===== src/rtl/volume_pkg.sv =====
`default_nettype none
// +------------------------------------------------------------------+
// | volume_pkg                                                       |
// | Shared constants for the volume ramp controller.                 |
// | Revision: 1.0                                                    |
// +------------------------------------------------------------------+
package volume_pkg;

    localparam logic [1:0] RAMP_IDLE = 2'd0;
    localparam logic [1:0] RAMP_UP   = 2'd1;
    localparam logic [1:0] RAMP_DOWN = 2'd2;

    localparam logic MODE_BTN  = 1'b0;
    localparam logic MODE_KNOB = 1'b1;

    localparam int DEF_LVL_W     = 4;
    localparam int DEF_AMP_W     = 16;
    localparam int DEF_ADC_W     = 16;
    localparam int DEF_AMP_STEP  = 16;
    localparam int DEF_DEF_LEVEL = 1;
    localparam int DEF_KNOB_HOLD = 3;
    localparam int DEF_RAMP_DIV  = 1000;
    localparam int DEF_RAMP_STEP = 1;

endpackage
`default_nettype wire


===== src/rtl/vol_ramp.sv =====
`default_nettype none
// +------------------------------------------------------------------+
// | vol_ramp                                                         |
// | Slew limiter: walks volume toward target in bounded tick steps.  |
// | Revision: 1.0                                                    |
// +------------------------------------------------------------------+
module vol_ramp
    import volume_pkg::*;
#(
    parameter int AMP_W     = DEF_AMP_W,
    parameter int RAMP_DIV  = DEF_RAMP_DIV,
    parameter int RAMP_STEP = DEF_RAMP_STEP
) (
    input  logic             clk,
    input  logic             rst,
    input  logic [AMP_W-1:0] target,
    output logic [AMP_W-1:0] volume,
    output logic             ramping
);

    localparam int                 C_PRE_W    = (RAMP_DIV > 1) ? $clog2(RAMP_DIV) : 1;
    localparam logic [C_PRE_W-1:0] C_PRE_LAST = C_PRE_W'(RAMP_DIV - 1);
    localparam logic [AMP_W:0]     C_STEP     = (AMP_W + 1)'(RAMP_STEP);

    if (RAMP_DIV < 1) begin : g_div_chk
        $error("vol_ramp: RAMP_DIV must be >= 1");
    end
    if (RAMP_STEP < 1) begin : g_step_chk
        $error("vol_ramp: RAMP_STEP must be >= 1");
    end

    logic [C_PRE_W-1:0] pre_q, pre_d;
    logic [AMP_W-1:0]   vol_q, vol_d;
    logic [1:0]         w_state;
    logic [AMP_W:0]     w_gap;
    logic               w_tick;

    always_comb begin
        w_tick = (pre_q == C_PRE_LAST);
        pre_d  = w_tick ? '0 : pre_q + 1'b1;

        // Direction is re-evaluated every cycle, so a target change redirects the next tick.
        if (vol_q < target) begin
            w_state = RAMP_UP;
            w_gap   = {1'b0, target - vol_q};
        end else if (vol_q > target) begin
            w_state = RAMP_DOWN;
            w_gap   = {1'b0, vol_q - target};
        end else begin
            w_state = RAMP_IDLE;
            w_gap   = '0;
        end

        vol_d = vol_q;
        if (w_tick) begin
            case (w_state)
                RAMP_UP:   vol_d = (w_gap <= C_STEP) ? target : vol_q + C_STEP[AMP_W-1:0];
                RAMP_DOWN: vol_d = (w_gap <= C_STEP) ? target : vol_q - C_STEP[AMP_W-1:0];
                default:   vol_d = vol_q;
            endcase
        end
    end

    always_ff @(posedge clk) begin
        if (rst) begin
            pre_q <= '0;
            vol_q <= '0;
        end else begin
            pre_q <= pre_d;
            vol_q <= vol_d;
        end
    end

    assign volume  = vol_q;
    assign ramping = (w_state != RAMP_IDLE);

endmodule
`default_nettype wire


===== src/rtl/volume_ramp_ctrl.sv =====
`default_nettype none
// +------------------------------------------------------------------+
// | volume_ramp_ctrl                                                 |
// | Button/ADC level select with mute, feeding a click-free ramp.    |
// | Revision: 1.0                                                    |
// +------------------------------------------------------------------+
module volume_ramp_ctrl
    import volume_pkg::*;
#(
    parameter int LVL_W     = DEF_LVL_W,
    parameter int AMP_W     = DEF_AMP_W,
    parameter int ADC_W     = DEF_ADC_W,
    parameter int AMP_STEP  = DEF_AMP_STEP,
    parameter int DEF_LEVEL = DEF_DEF_LEVEL,
    parameter int KNOB_HOLD = DEF_KNOB_HOLD,
    parameter int RAMP_DIV  = DEF_RAMP_DIV,
    parameter int RAMP_STEP = DEF_RAMP_STEP
) (
    input  logic             clk,
    input  logic             rst,
    input  logic             mode,
    input  logic             up,
    input  logic             down,
    input  logic             mute_tgl,
    input  logic             adc_valid,
    input  logic [ADC_W-1:0] adc_data,
    output logic [LVL_W-1:0] level,
    output logic [AMP_W-1:0] volume,
    output logic             muted,
    output logic             ramping
);

    localparam int                 LEVELS      = 2 ** LVL_W;
    localparam int                 C_HOLD_W    = $clog2(KNOB_HOLD + 1);
    localparam logic [C_HOLD_W-1:0] C_HOLD     = C_HOLD_W'(KNOB_HOLD);
    localparam logic [LVL_W-1:0]   C_LVL_MAX   = '1;
    localparam logic [LVL_W-1:0]   C_LVL_RST   = LVL_W'(DEF_LEVEL);
    localparam logic [AMP_W-1:0]   C_AMP_STEP  = AMP_W'(AMP_STEP);

    if (64'(AMP_STEP) * 64'(LEVELS - 1) >= (64'd1 << AMP_W)) begin : g_amp_chk
        $error("volume_ramp_ctrl: AMP_STEP*(LEVELS-1) does not fit AMP_W");
    end
    if (ADC_W < LVL_W) begin : g_adc_chk
        $error("volume_ramp_ctrl: ADC_W must be >= LVL_W");
    end
    if (KNOB_HOLD < 1) begin : g_hold_chk
        $error("volume_ramp_ctrl: KNOB_HOLD must be >= 1");
    end

    logic                up_q, up_d, down_q, down_d, mute_q, mute_d, mode_q, mode_d;
    logic                muted_q, muted_d;
    logic [LVL_W-1:0]    level_q, level_d, cand_q, cand_d;
    logic [C_HOLD_W-1:0] hold_q, hold_d;

    logic                w_up_rise, w_down_rise, w_mute_rise, w_mode_chg;
    logic [LVL_W-1:0]    w_cand;
    logic [C_HOLD_W-1:0] w_hold_next;
    logic [AMP_W-1:0]    w_target;
    logic                w_adc_unused;

    // Only the top LVL_W bits of a sample select a level.
    assign w_adc_unused = ^adc_data;

    always_comb begin
        w_up_rise   = up & ~up_q;
        w_down_rise = down & ~down_q;
        w_mute_rise = mute_tgl & ~mute_q;
        w_mode_chg  = (mode != mode_q);
        w_cand      = adc_data[ADC_W-1 -: LVL_W];
        w_hold_next = '0;

        up_d    = up;
        down_d  = down;
        mute_d  = mute_tgl;
        mode_d  = mode;
        muted_d = muted_q ^ w_mute_rise;
        level_d = level_q;
        cand_d  = cand_q;
        hold_d  = hold_q;

        if (mode == MODE_BTN) begin
            if (w_up_rise && !w_down_rise && level_q != C_LVL_MAX) begin
                level_d = level_q + 1'b1;
            end else if (w_down_rise && !w_up_rise && level_q != '0) begin
                level_d = level_q - 1'b1;
            end
        end

        if (w_mode_chg) begin
            hold_d = '0;
        end else if (mode == MODE_KNOB && adc_valid) begin
            if (w_cand == level_q) begin
                hold_d = '0;
            end else begin
                w_hold_next = (w_cand == cand_q) ? hold_q + 1'b1 : C_HOLD_W'(1);
                cand_d      = w_cand;
                if (w_hold_next >= C_HOLD) begin
                    level_d = w_cand;
                    hold_d  = '0;
                end else begin
                    hold_d  = w_hold_next;
                end
            end
        end
    end

    always_ff @(posedge clk) begin
        if (rst) begin
            up_q    <= 1'b0;
            down_q  <= 1'b0;
            mute_q  <= 1'b0;
            mode_q  <= 1'b0;
            muted_q <= 1'b0;
            level_q <= C_LVL_RST;
            cand_q  <= '0;
            hold_q  <= '0;
        end else begin
            up_q    <= up_d;
            down_q  <= down_d;
            mute_q  <= mute_d;
            mode_q  <= mode_d;
            muted_q <= muted_d;
            level_q <= level_d;
            cand_q  <= cand_d;
            hold_q  <= hold_d;
        end
    end

    assign w_target = muted_q ? '0 : AMP_W'(level_q) * C_AMP_STEP;

    vol_ramp #(
        .AMP_W     (AMP_W),
        .RAMP_DIV  (RAMP_DIV),
        .RAMP_STEP (RAMP_STEP)
    ) u_vol_ramp (
        .clk     (clk),
        .rst     (rst),
        .target  (w_target),
        .volume  (volume),
        .ramping (ramping)
    );

    assign level = level_q;
    assign muted = muted_q;

endmodule
`default_nettype wire


===== config.mk =====
export PLATFORM = sky130hd
export DESIGN_NAME = volume_ramp_ctrl
export DESIGN_NICKNAME = d
export VERILOG_FILES = /design/src/rtl/volume_pkg.sv /design/src/rtl/vol_ramp.sv /design/src/rtl/volume_ramp_ctrl.sv
export SDC_FILE = /design/constraint.sdc
export NUM_CORES = 1
export LEC_CHECK = 0
export BUFFER_PORTS_ARGS = -buffer_cell sky130_fd_sc_hd__buf_2
export CORE_MARGIN = 1
export CORE_UTILIZATION = 58
export DETAILED_ROUTE_END_ITERATION = 8
export GPL_TIMING_DRIVEN = 1
export PLACE_DENSITY = 0.77
export SLEW_MARGIN = 10
export SYNTH_ARGS = -nofsm -noshare
export SYNTH_HDL_FRONTEND = slang
export SYNTH_SLANG_ARGS = --single-unit

===== constraint.sdc =====
create_clock -name clk -period 4 [get_ports clk]
set_input_delay 0.2 -clock clk [delete_from_list [all_inputs] [get_ports clk]]
set_output_delay 0.2 -clock clk [all_outputs]
set_load 0.01 [all_outputs]

## Word-level counts from Yosys, hierarchy flattened

Index checks and enable logic that the tools add are counted.

- Bits in registers: 41
- Latch bits: 0
- RAM bits: 0
- Bits in read-only memories: 0
- Bits of input ports: 23
- Output and inout port bits: 22
- Word-level logic and storage cells: 70
- Memories: 0

- Add/sub/neg operators: 8
- Multipliers: 0
- Div/mod/pow operators: 0
- $lt $le $gt $ge: 4
- Equal/unequal tests: 7
- Shifts and indexed selects: 0
- Muxes and demuxes: 18
- Bitwise logic cells: 9
- Reductions and logical operators: 14

Operators by type and width:

| kind | count |
|---|---|
| $mux W16 | 3 |
| $pmux W16 S2 | 1 |
| $mux W4 | 7 |
| $le A17 B1 Y1 const B | 1 |
| $mux W17 | 1 |
| $add A16 B1 Y16 const B | 1 |
| $gt A16 B8 Y1 | 1 |
| $lt A16 B8 Y1 | 1 |
| $sub A16 B1 Y16 const B | 1 |
| $sub A16 B8 Y16 | 1 |
| $sub A8 B16 Y16 | 1 |
| $add A10 B1 Y10 const B | 1 |
| $eq A10 B10 Y1 const B | 1 |
| $mux W2 | 5 |
| $eq A4 B4 Y1 | 2 |
| $mux W8 | 1 |
| $logic_and A1 B1 Y1 | 5 |
| $not A1 Y1 | 5 |
| $add A4 B1 Y4 const B | 1 |
| $ne A4 B4 Y1 const B | 1 |
| $reduce_bool A2 Y1 | 2 |
| $reduce_bool A4 Y1 | 1 |
| $reduce_or A2 Y1 | 2 |
| $sub A4 B1 Y4 const B | 1 |
| other kinds (10) | 13 |

## Longest topological paths before layout

Gate-level depths: netlist of run 1.

- Word-level depth: 12
- Gate-level depth with buffers: 15

## By module

A second synthesis of run 1 with hierarchy kept.

- Cells, all modules: 583
- Area total of the unflattened synthesis: 4391.7 sq um

Modules (own cells, without submodules):

| module | times used | cells an instance | area each (sq um) | seq. area each (sq um) |
|---|---|---|---|---|
| vol_ramp | 1 | 491 | 3567.2 | 520.5 |
| volume_ramp_ctrl | 1 | 92 | 824.5 | 300.3 |

## Worst setup path before layout of run 1

No wires, ideal clock.

- Path kind: flip-flop to flip-flop
- Start: register level_q[0] (netlist: level[0])
- End: register u_vol_ramp.vol_q[10] (netlist: u_vol_ramp.volume[10])
- Setup time: 0.147 ns
- Arrival: 2.890 ns
- Setup slack: 0.963 ns
- Stages on the path, launching flop included: 14
- Buffers on the path: 3
- Cells stage by stage: dfxtp_1 -> inv_1 -> nor2_1 -> ha_1 -> inv_1 -> fa_1 -> nand3_1 -> and2_1 -> clkbuf_1 -> or3_1 -> and2_1 -> buf_1 -> clkbuf_1 -> a211oi_2

- Word-level cells in the longest chain between the ends: 7

Ends and longest elaborated chain:

| item | RTL line | RTL |
|---|---|---|
| start, declared | volume_ramp_ctrl.sv:52 | `logic [LVL_W-1:0] level_q, level_d, cand_q, cand_d;` |
| start signal, assigned | volume_ramp_ctrl.sv:123 | `level_q <= level_d;` |
| $mux W8 (*) | volume_ramp_ctrl.sv:129 | `assign w_target = muted_q ? '0 : AMP_W'(level_q) * C_AMP_STEP;` |
| $sub A16 B8 Y16 or $gt A16 B8 Y1 (tied branches) | vol_ramp.sv:48, vol_ramp.sv:46 |  |
| $mux W16 or $mux W2 (tied branches) | vol_ramp.sv:46 | `end else if (vol_q > target) begin` |
| $mux W17 or $mux W2 (tied branches) | vol_ramp.sv:43 | `if (vol_q < target) begin` |
| $le A17 B1 Y1 (tied with other cells) | vol_ramp.sv:57, vol_ramp.sv:58 |  |
| $mux W16 (tied with other cells) | vol_ramp.sv:58 | `RAMP_DOWN: vol_d = (w_gap <= C_STEP) ? target : vol_q - C_STEP[AMP_W-1:0];` |
| $pmux W16 S2 or $reduce_and A2 Y1 (tied branches) | -- |  |
| end signal, assigned | vol_ramp.sv:70 | `vol_q <= vol_d;` |
| end, declared | vol_ramp.sv:33 | `logic [AMP_W-1:0] vol_q, vol_d;` |

Every way passes the cells marked *; elsewhere a longest branch is shown, timed or not.
A chain may end at the register's enable or synchronous reset.

## Worst setup path after layout of run 1

- Start: register level_q[0] (netlist: level[0])
- End: register u_vol_ramp.vol_q[14] (netlist: u_vol_ramp.volume[14])

The elaborated chain is that of the path after synthesis.

==> results of run 1 <==
==> path summary, 6_finish.rpt <==
| check | start | endpoint | slack [ps] | cells past startpoint |
|---|---|---|---|---|
| setup / recovery | level[0] | u_vol_ramp.volume[14] | 580 | 11 |
| hold / removal | up | up_q | 130 | 2 |
| setup reg to reg | level[0] | u_vol_ramp.volume[14] | 580 | 11 |
| hold reg to reg | u_vol_ramp.pre_q[9] | u_vol_ramp.pre_q[9] | 490 | 2 |
==> synth_stat cells, drive strengths merged, types with 2 or more instances <==
cell type | count | share of area (%)
nand2 | 20 | 2.5
o21ai | 7 | 1.3
nand2b | 7 | 1.4
o21a | 3 | 0.74
o211ai | 3 | 0.74
a41o | 2 | 0.66
or4 | 6 | 1.7
o311ai | 5 | 1.4
nand3 | 16 | 2.8
or3 | 6 | 1.2
inv | 19 | 2.3
o31ai | 3 | 0.74
nand4 | 8 | 2.1
nor4 | 8 | 2.1
xor2 | 13 | 3.7
a211oi | 14 | 5.1
nor2 | 40 | 4.9
a22oi | 2 | 0.49
and3 | 5 | 1.0
a2111oi | 5 | 2.9
clkbuf | 10 | 1.3
ha | 13 | 5.3
a21oi | 12 | 2.1
buf | 9 | 2.3
a21o | 2 | 0.49
a32o | 4 | 1.3
xnor2 | 22 | 6.3
and2 | 3 | 0.62
mux2i | 8 | 2.6
dfxtp | 41 | 27
a32oi | 2 | 0.57
nor2b | 10 | 2.1
nor3 | 11 | 2.2
==> state kept, by name, summed over array words and instances (netlist names) <==
signal             cells
level                  4
mute_q                 1
hold_q                 2
up_q                   1
muted                  1
u_vol_ramp.pre_q      10
cand_q                 4
mode_q                 1
down_q                 1
u_vol_ramp.volume     16
==> logic make-up after synthesis <==
logic type,after synthesis,synth area share (%)
AO/OA/AOI/OAI,74,21.3
XOR/XNOR,35,10.0
adder cells (fa/ha/maj),14,5.99
buffers and inverters,38,5.90
flip-flops,41,26.9
multiplexers,9,3.12
AND/OR/NAND/NOR,147,26.7
==> metal layers <==
metal	routed length, µm	track usage (%)	vias up
li1	-	-	1347
met1	3300	34.4	1330
met2	3290	44.1	70
met3	226	3.93	10
met4	73	7.76	0
met5	0	0	-
==> metrics by stage <==
step | total power, mW | hold slack (ps) | instance area (µm²) | setup WS (ps) | cells
after floorplan | 0.963 | 328 | 3050 | 963 | 358
after global placement | 1.03 | 423 | 3210 | 656 | 443
after detailed placement | 1.05 | 434 | 3210 | 593 | 443
after CTS | 1.38 | 126 | 3320 | 573 | 451
after global routing | 1.46 | 142 | 3320 | 315 | 451
final | 1.38 | 129 | 3320 | 576 | 451
==> power by group through the flow <==
stage	clock network [mW]	logic [mW]	registers (mW)
after detailed placement	0	0.591	0.454
after floorplan	0	0.511	0.452
final	0.334	0.601	0.445
after CTS	0.338	0.595	0.445
after global routing	0.354	0.655	0.447
after global placement	0	0.581	0.453
==> final cells by class <==
type                    count  area, µm²  share of cell area (%)
repair buffers             34        175                    5.28
flip-flops and latches     41        821                    24.7
clock inverters             2       38.8                    1.17
well taps                  70       87.6                    2.64
multi-input cells         279       2050                    61.8
clock buffers               6       72.6                    2.19
inverters                  19       71.3                    2.15
==> worst max-delay path, stage by stage, from the launching register on <==
cell	delay [ps]
dfxtp_1	490
inv_1	130
nor2_1	110
ha_1	240
inv_1	70
fa_1	440
nand3_1	130
nand2_1	240
a21oi_2	480
a41o_1	380
and4_4	440
a221oi_1	120
==> results.cfg, run 1 <==
[status]
outcome = finished clean

[critical_path]
crit_type = reg -> reg
cp.required_ps = 4140
setup.worst_path.end_class = register
startpoint_type = register
crit_arrival_ps = 3570
critPathMaxFanout = 12

[power]
internal_power_mw = 0.834
powerDensity_nw_per_um2 = 416
p_sw_share_pct = 39.6
p_sw_mw = 0.546
p_seq_share_pct = 32.2
p_leak_nw = 1.31
peakVddDrop_mv = 0.237
clkPwrFrac_pct = 24.2
comb_power_share_pct = 43.6

[clock_network]
insertion_delay_ps = 300
cts_max_level = 2
clock_sinks = 41
root_buffer = clkbuf_8
ctsHoldBuffers = 0
cts_resized = 0
cts_buffers = 5
clockBufferDepth = 2
cts_tree = done
clk_pin_slew_ps = 80
post_cts_buffers = 0

[route]
drt-wirelength-per-cell_um = 15.3
drt-initial-drc-count = 234
drtAntennaViolNets = 0
wirelength_mm = 6.88
vias = 2757
drc_errors = 0
viasPerCell = 6.11
dr.pass1.iters = 5

[finish]
syn2layout_area_growth_pct = 8.69
layout_common_cells = dfxtp_1 (41), nor2_1 (40), buf_2 (32)
drive_gt1_share_pct = 17.3
antennaDiodeCount = 0
fill_cells = 437
mostFrequentLayoutCell = dfxtp_1
fin_util_pct = 65.4
nets = 417

[synthesis]
ys_ff_latch = 41
synth_edf_count = 0
syn_nets = 395
synthArstFlopShare_pct = 0
avgSynthCellArea_um2 = 8.52
yosysUniqueCellTypes = 67
yosys_warnings = 0
syn_inst = 358
synth_area_um2 = 3050
ys_seq_area_share_pct = 26.9
ys.flop_type = dfxtp_1

[grt]
grt_max_degree = 40
grt_use_total_pct = 26.2
grt_first_pass_wirelength_mm = 11.3
grt_pass1_vias = 2458
antenna_found_initial = 0
grt-ovfl-total = 0

[floorplanning]
initial_utilization_pct = 60.1
die_h_um = 74.5
fp.coreArea_um2 = 5070
die_area_um2 = 5560
ios = 45
die_w_um = 74.5
rows = 26

[sta]
final.min_clock_period_ps = 3420
fmax_mhz = 292
grt_setup_unrepaired = no
maxSlewViolCount = 0
fin_crit_sh_pct = 85.6
max_slew_margin_pct = 49.3
hold_viol_final = 0
setup_viol = 0
tns_ps = 0
timing_worst_slew_pin_value_ps = 760
clock_skew_ps = 8.30

[placement]
portBuffers = 32
gp_congestion = 0.895
hpwl_mm = 5.01

[flow_run]
cap_violations = 0

[min_path]
min_path_type = in -> reg
Power figures use the tool's default switching activity.
==> run 2: changes to the inputs <==
Settings changed: CELL_PAD_IN_SITES_DETAIL_PLACEMENT set to 1, CELL_PAD_IN_SITES_GLOBAL_PLACEMENT set to 2, CORE_UTILIZATION 58 to 35.
==> run 2 against run 1 <==
  * Via count down 0.98%
  * Design area increased by 1.5%
  * Combinational power increased by 2%
  * Register-to-register slack got worse by 70 ps
  * Critical path depth up 1
  * Fmax down 2.1%
  * Critical path type unchanged
==> results.cfg, run 2 (synthesized netlist as in run 1, its figures left out) <==
[route]
drtAntennaViolNets = 0
drt-wirelength-per-cell_um = 17.3
vias = 2730
drt-initial-drc-count = 131
viasPerCell = 5.58
wirelength_mm = 8.44
dr.pass1.iters = 4
drc_errors = 0

[clock_network]
ctsHoldBuffers = 0
insertion_delay_ps = 300
clk_pin_slew_ps = 90
cts_max_level = 2
cts_resized = 0
cts_buffers = 5
post_cts_buffers = 0
clock_sinks = 41
root_buffer = clkbuf_8
cts_tree = done
clockBufferDepth = 2

[critical_path]
cp.required_ps = 4140
startpoint_type = register
setup.worst_path.end_class = register
critPathMaxFanout = 8
crit_arrival_ps = 3640
crit_type = reg -> reg

[grt]
grt_use_total_pct = 20.3
grt_first_pass_wirelength_mm = 14.3
grt_max_degree = 40
antenna_found_initial = 0
grt-ovfl-total = 0
grt_pass1_vias = 2755

[finish]
drive_gt1_share_pct = 18.2
largest_register_ffs = 16
antennaDiodeCount = 0
seqCellArea_um2 = 821
syn2layout_area_growth_pct = 10.3
nets = 420
fill_cells = 1015
multi_input_area_um2 = 2050
fin_util_pct = 40.4
mostFrequentLayoutCell = dfxtp_1
layout_common_cells = dfxtp_1 (41), nor2_1 (40), buf_2 (32)

[power]
powerDensity_nw_per_um2 = 402
p_leak_nw = 1.32
peakVddDrop_mv = 0.125

[sta]
final.min_clock_period_ps = 3500
hold_viol_final = 0
fmax_mhz = 286
fin_crit_sh_pct = 87.4
setup_viol = 0
timing_worst_slew_pin_value_ps = 831
whs_ps = 116
clock_skew_ps = 13.7
grt_setup_unrepaired = no
maxSlewViolCount = 0
max_slew_margin_pct = 44.6
tns_ps = 0

[floorplanning]
die_h_um = 95.4
fp.coreArea_um2 = 8340
rows = 33
initial_utilization_pct = 36.6
ios = 45
die_area_um2 = 9100
die_w_um = 95.4

[flow_run]
cap_violations = 0

[placement]
portBuffers = 32
gp_congestion = 0.797
hpwl_mm = 6.44

[min_path]
min_path_type = in -> reg

[status]
outcome = finished clean
-- run 2: worst max-delay path: stages, from the launching register on --
cell       delay (ps)
dfxtp_1           490
inv_1             120
nor2_1            110
ha_1              260
inv_1              80
fa_1              460
nand3_1           130
nand2_1           270
o311ai_1          360
nand2_1           150
a2111oi_4         550
a32o_1            240
o311ai_0          110
-- run 2: final timing paths --
kind | from | endpoint | slack, ps | cells after the start
max | level[0] | u_vol_ramp.volume[4] | 500 | 12
min | up | up_q | 120 | 2
max reg2reg | level[0] | u_vol_ramp.volume[4] | 500 | 12
min reg2reg | u_vol_ramp.pre_q[0] | u_vol_ramp.pre_q[0] | 480 | 1
-- run 2: metrics by stage --
step                      setup slack [ps]  std cells  power (mW)  cell area (µm²)
after detailed placement               499        481        1.07             3270
final                                  504        489        1.35             3370
after global placement                 502        481        1.06             3270
after CTS                              512        489        1.37             3370
after floorplan                        963        358       0.963             3050
after global routing                   111        489        1.45             3370
-- run 2: area by class of cell --
class	instances	area share, %
flip-flops and latches	41	24.4
well taps	105	3.90
repair buffers	37	5.87
inverters	19	2.12
multi-input cells	279	60.9
clock inverters	3	0.743
clock buffers	5	2.04
-- run 2: metal layers --
metal	vias up	track usage, %	wire length [µm]
li1	1353	-	-
met1	1332	26.2	3920
met2	39	35.4	4250
met3	6	3.19	207
met4	0	4.10	57
met5	-	0	0
-- run 2: power by group --
part	internal [mW]	switching, mW	leakage (nW)
clock	0.126	0.168	0.0447
sequential	0.423	0.0235	0.333
combinational	0.223	0.390	0.942
